--- src/rtl/id_hazard_scoreboard_pkg.sv ---
// Shared constants and types for the decode-stage register scoreboard.
// Opcode constants let decode-side logic classify long-latency writers consistently.
package id_hazard_scoreboard_pkg;

  localparam int REG_ADDR_W = 5;
  localparam int REG_NUM    = 32;
  localparam int CNT_W      = 32;

  localparam logic [6:0] OP_LOAD       = 7'b0000011;
  localparam logic [6:0] OP_R32        = 7'b0110011;
  localparam logic [6:0] OP_R64        = 7'b0111011;
  localparam logic [6:0] FUNCT7_MULDIV = 7'b0000001;

  // Individual stall causes, kept separate so they are easy to probe in a waveform.
  typedef struct packed {
    logic raw_rs1;
    logic raw_rs2;
    logic waw_rd;
    logic mul_busy;
  } hazard_t;

endpackage

--- src/rtl/id_hazard_scoreboard_sb_sat_counter.sv ---
// Saturating up-counter with enable; holds at all ones instead of wrapping.
// Generic enough to back any performance counter in the pipeline.
module sb_sat_counter #(
  parameter int W = 32
) (
  input  logic         clk,
  input  logic         rst_n,
  input  logic         en,
  output logic [W-1:0] cnt
);

  logic [W-1:0] cnt_q;
  logic [W-1:0] cnt_d;

  always_comb begin
    cnt_d = cnt_q;
    if (en && (cnt_q != {W{1'b1}})) begin
      cnt_d = cnt_q + 1'b1;
    end
  end

  always_ff @(posedge clk or negedge rst_n) begin
    if (!rst_n) begin
      cnt_q <= '0;
    end else begin
      cnt_q <= cnt_d;
    end
  end

  assign cnt = cnt_q;

endmodule

--- src/rtl/id_hazard_scoreboard.sv ---
// Decode-stage scoreboard: tracks pending rd of loads and mul/div ops, stalls
// decode on RAW/WAW hazards or a busy mul/div unit, and counts stalled cycles.
module id_hazard_scoreboard #(
  parameter int REG_NUM    = id_hazard_scoreboard_pkg::REG_NUM,
  parameter int REG_ADDR_W = id_hazard_scoreboard_pkg::REG_ADDR_W,
  parameter int CNT_W      = id_hazard_scoreboard_pkg::CNT_W
) (
  input  logic                  Clk,
  input  logic                  Rst,
  input  logic                  IdValid,
  input  logic [REG_ADDR_W-1:0] IdRs1Addr,
  input  logic                  IdRs1ReadEnable,
  input  logic [REG_ADDR_W-1:0] IdRs2Addr,
  input  logic                  IdRs2ReadEnable,
  input  logic [REG_ADDR_W-1:0] IdRdAddr,
  input  logic                  IdIsLoad,
  input  logic                  IdIsMulDiv,
  input  logic                  Flush,
  input  logic                  LoadDoneValid,
  input  logic [REG_ADDR_W-1:0] LoadDoneAddr,
  input  logic                  MulDoneValid,
  input  logic [REG_ADDR_W-1:0] MulDoneAddr,
  output logic                  StallId,
  output logic                  BubbleOut,
  output logic                  MulBusy,
  output logic [REG_NUM-1:0]    PendingOut,
  output logic [CNT_W-1:0]      StallCount,
  output logic                  SbError
);
  import id_hazard_scoreboard_pkg::*;

  logic [REG_NUM-1:0] pending_q, pending_d;
  logic [REG_NUM-1:0] clr_vec, set_vec, avail_vec;
  logic               mul_busy_q, mul_busy_d;
  logic               sb_error_q, sb_error_d;
  hazard_t            haz;
  logic               hazard, issue, writer;

  // A register retiring this cycle is already usable: Ex forwards the writeback.
  for (genvar gi = 0; gi < REG_NUM; gi++) begin : g_clr
    assign clr_vec[gi] = (LoadDoneValid && (LoadDoneAddr == REG_ADDR_W'(gi))) ||
                         (MulDoneValid  && (MulDoneAddr  == REG_ADDR_W'(gi)));
  end

  assign avail_vec = pending_q & ~clr_vec;
  assign writer    = IdIsLoad || IdIsMulDiv;

  always_comb begin
    haz.raw_rs1  = IdRs1ReadEnable && (IdRs1Addr != '0) && avail_vec[IdRs1Addr];
    haz.raw_rs2  = IdRs2ReadEnable && (IdRs2Addr != '0) && avail_vec[IdRs2Addr];
    haz.waw_rd   = writer && (IdRdAddr != '0) && avail_vec[IdRdAddr];
    haz.mul_busy = IdIsMulDiv && mul_busy_q && !MulDoneValid;
    hazard       = IdValid && !Flush && (|haz);
    issue        = IdValid && !Flush && !hazard;
  end

  always_comb begin
    set_vec = '0;
    if (issue && writer && (IdRdAddr != '0)) begin
      set_vec[IdRdAddr] = 1'b1;
    end
    // Set is applied after clear so a younger writer to the same rd wins.
    pending_d    = (pending_q & ~clr_vec) | set_vec;
    pending_d[0] = 1'b0;

    mul_busy_d = mul_busy_q;
    if (issue && IdIsMulDiv) begin
      mul_busy_d = 1'b1;
    end else if (MulDoneValid) begin
      mul_busy_d = 1'b0;
    end

    sb_error_d = sb_error_q ||
                 (LoadDoneValid && !pending_q[LoadDoneAddr]) ||
                 (MulDoneValid  && !pending_q[MulDoneAddr]);
  end

  always_ff @(posedge Clk or negedge Rst) begin
    if (!Rst) begin
      pending_q  <= '0;
      mul_busy_q <= 1'b0;
      sb_error_q <= 1'b0;
    end else begin
      pending_q  <= pending_d;
      mul_busy_q <= mul_busy_d;
      sb_error_q <= sb_error_d;
    end
  end

  sb_sat_counter #(.W(CNT_W)) u_stall_cnt (
    .clk   (Clk),
    .rst_n (Rst),
    .en    (hazard),
    .cnt   (StallCount)
  );

  assign StallId    = hazard;
  assign BubbleOut  = hazard;
  assign MulBusy    = mul_busy_q;
  assign PendingOut = pending_q;
  assign SbError    = sb_error_q;

endmodule

--- config.mk ---
export PLATFORM = sky130hd
export DESIGN_NAME = id_hazard_scoreboard
export DESIGN_NICKNAME = d
export VERILOG_FILES = /design/src/rtl/id_hazard_scoreboard_pkg.sv /design/src/rtl/id_hazard_scoreboard_sb_sat_counter.sv /design/src/rtl/id_hazard_scoreboard.sv
export SDC_FILE = /design/constraint.sdc
export NUM_CORES = 1
export LEC_CHECK = 0
export ABC_AREA = 0
export CORE_AREA = 2 2 94 96
export CTS_BUF_LIST = sky130_fd_sc_hd__clkbuf_4
export CTS_CLUSTER_SIZE = 10
export DETAILED_ROUTE_END_ITERATION = 12
export DIE_AREA = 0 0 96 98
export DONT_BUFFER_PORTS = 1
export GPL_ROUTABILITY_DRIVEN = 0
export PLACE_DENSITY_LB_ADDON = 0.15
export SLEW_MARGIN = 15
export SYNTH_ARGS = -nofsm -noshare
export SYNTH_HDL_FRONTEND = slang
export SYNTH_SLANG_ARGS = --single-unit
--- constraint.sdc ---
create_clock -name Clk -period 6.9 [get_ports Clk]
set_input_delay 1.38 -clock Clk [delete_from_list [all_inputs] [get_ports Clk]]
set_output_delay 1.38 -clock Clk [all_outputs]
set_load 0.02 [all_outputs]
==> results.sh <==
export IMPL_grt_pass1_wl_um=24800
export IMPL_routed_wl_um=15800
export IMPL_endpoint_kind="output pin"
export IMPL_finClkSkew_ns=0.0240
export IMPL_maxCapViolCount=0
export IMPL_critPathArrivalTime_ns=4.20
export IMPL_track_usage=0.343
export IMPL_p_total_w=0.00106
export IMPL_worst_path_max_fanout=33
export IMPL_hpwl_um=11200
export IMPL_clock_sinks=65
export IMPL_synth_top_area_share=0.326
export IMPL_r2r_end="PendingOut[18]"
export IMPL_cts_htree_levels=3
export IMPL_crit_path_start_kind="primary input"
export IMPL_grt_start_max_net_pins=66
export IMPL_postRouteAntennaNets=0
export IMPL_clockBufferDepth=2
export IMPL_path_class="primary input to output pin"
export IMPL_finalCriticalPeriod_ns=5.58
export IMPL_cts_resized=0
export IMPL_r2r_slack_ns=3.47
export IMPL_fin_setup_tns_ns=0
export IMPL_final_util=0.603
export IMPL_io_pins=103
export IMPL_leakage_nw=1.90
export IMPL_nNetsFinal=527
export IMPL_first_pass_iters=5
export IMPL_cts_hold_buf=0
export IMPL_synth_top_area_cell="dfrtp_1"
export IMPL_syn_area_per_cell_um2=9.49
export IMPL_cts_buffers=9
export IMPL_die_w_um=96
export IMPL_ir_worst_vdd_mv=0.165
export IMPL_r2r_start="PendingOut[3]"
export IMPL_max_freq_mhz=179
export IMPL_drc_errors=0
export IMPL_layout_common_cells="dfrtp_1, o31ai_1, nor2_1, xnor2_1, o221ai_1"
export IMPL_worst_slew_pin_slew_ns=1.21
export IMPL_synth_cells=525
export IMPL_maxSlewHeadroom=0.185
export IMPL_ff2ff_path_depth=9
export IMPL_synthTopCellsByArea="dfrtp_1, mux4_2, xnor2_1"
export IMPL_rsz0062_at_grt="no"
export IMPL_dieArea_um2=9410
export IMPL_synth_cell_types=70
export IMPL_tritoncts="done"
export IMPL_period_share=0.809
export IMPL_cts_setup_buffers=0
export IMPL_io_buffers=0
export IMPL_synth_edff_count=0
export IMPL_vias=4683
export IMPL_syn_nets=561
export IMPL_drive_gt1_frac=0.109
export IMPL_required_ns=5.52
export IMPL_gr_total_overflow=0
export IMPL_vias_per_cell=7.75
export IMPL_grt_pass1_vias=4485
export IMPL_die_y_um=98
export IMPL_synthFlopType="dfrtp_1"
export IMPL_wl_per_cell_um=26.2
export IMPL_area_delta_synth_final_pct=2.49
export IMPL_clkLatencyLatePin_ns=0.43
export IMPL_status="completed"
export IMPL_setup_viol=0
export IMPL_drt_iter0_drc=732
export IMPL_clockRootBuffer="clkbuf_4"
export IMPL_fp_row_count=34
export IMPL_hold_class="primary input to asynchronous set/reset pin"
export IMPL_ys_warn_count=0
export IMPL_clkTransAtPathRegs_ns=0.14
export IMPL_seq_area_frac_synth=0.326
export IMPL_ys_ff_latch=65
export IMPL_ys_async_sr_fraction=1.00
export IMPL_grt_antenna_before_repair=0
export IMPL_initial_core_util=0.589
export IMPL_finalHoldViolCount=0
export IMPL_power_density_nw_per_um2=208
export IMPL_maxSlewViolCount=0
export IMPL_synth_area_um2=4980
export IMPL_final_common_cell="dfrtp_1"
export IMPL_core_area_um2=8470
export IMPL_antennaDiodeCount=0
[synth_stat cells (18+ instances only)]
master,instances
o31ai_1,32
mux4_2,18
nand2_1,24
nand4_1,21
xnor2_1,31
nor2_1,31
clkbuf_1,26
dfrtp_1,65
o221ai_1,27
and3_1,18
nand3_1,23
[cell families after synthesis]
kind of cell	synth area share
compound gates	0.209
xor+xnor	0.0580
fa+ha+maj	0.00251
buf+inv	0.0552
flops	0.326
mux	0.116
other cells	0.000753
simple gates	0.231
[per-layer routing]
metal,part of all wire,vias to the layer above,GRT usage
li1,-,2001,-
met5,0,-,0
met2,0.45,378,0.525
met1,0.37,2226,0.455
met3,0.13,78,0.0849
met4,0.053,0,0.158
[worst max-delay path, cell delays in order]
cell and delay (ns):
or2_0 0.38, o221ai_1 0.39, o221ai_1 0.31, nand4_1 0.15
a311o_1 0.28, or4_1 0.43, nand4_2 0.12, buf_4 0.31
and2_1 0.43
[worst max-delay path by stage]
stage / start / cells after the start / to
after global routing: MulDoneAddr[0] / 9 / StallId
after CTS: MulDoneAddr[0] / 9 / BubbleOut
after floorplan: LoadDoneAddr[0] / 11 / StallId
final: MulDoneAddr[0] / 9 / BubbleOut
after detailed placement: MulDoneAddr[0] / 9 / BubbleOut
after global placement: MulDoneAddr[0] / 9 / BubbleOut
[metrics by stage]
stage	hold WS (ns)	instance area, um^2	setup WS, ns	std cells
CTS	0.608	5110	1.44	604
global placement	0.617	4910	1.44	588
detailed placement	0.618	4910	1.45	588
global route	0.598	5110	1.20	604
floorplan	0.593	4980	1.66	525
finish	0.617	5110	1.32	604
[final cells by class]
cell class / count / area [um^2]
multi-input combinational: 398 / 3080
inverter: 15 / 56.3
timing repair buffer: 2 / 15.0
sequential: 65 / 1630
tap: 108 / 135
clock inverter: 7 / 125
clock buffer: 9 / 67.6
fill: 720 / 3360
[power breakdown]
part | switching (W) | internal, W
logic | 0.000120 | 0.0000892
registers | 0.0000956 | 0.000413
clock network | 0.000159 | 0.000187
total | 0.000375 | 0.000689
[registers in the layout, indices dropped and copies added (netlist names)]
| signal | flops |
|---|---|
| MulBusy | 1 |
| u_stall_cnt.cnt | 32 |
| PendingOut | 31 |
| SbError | 1 |
Power figures use the tool's default switching activity.
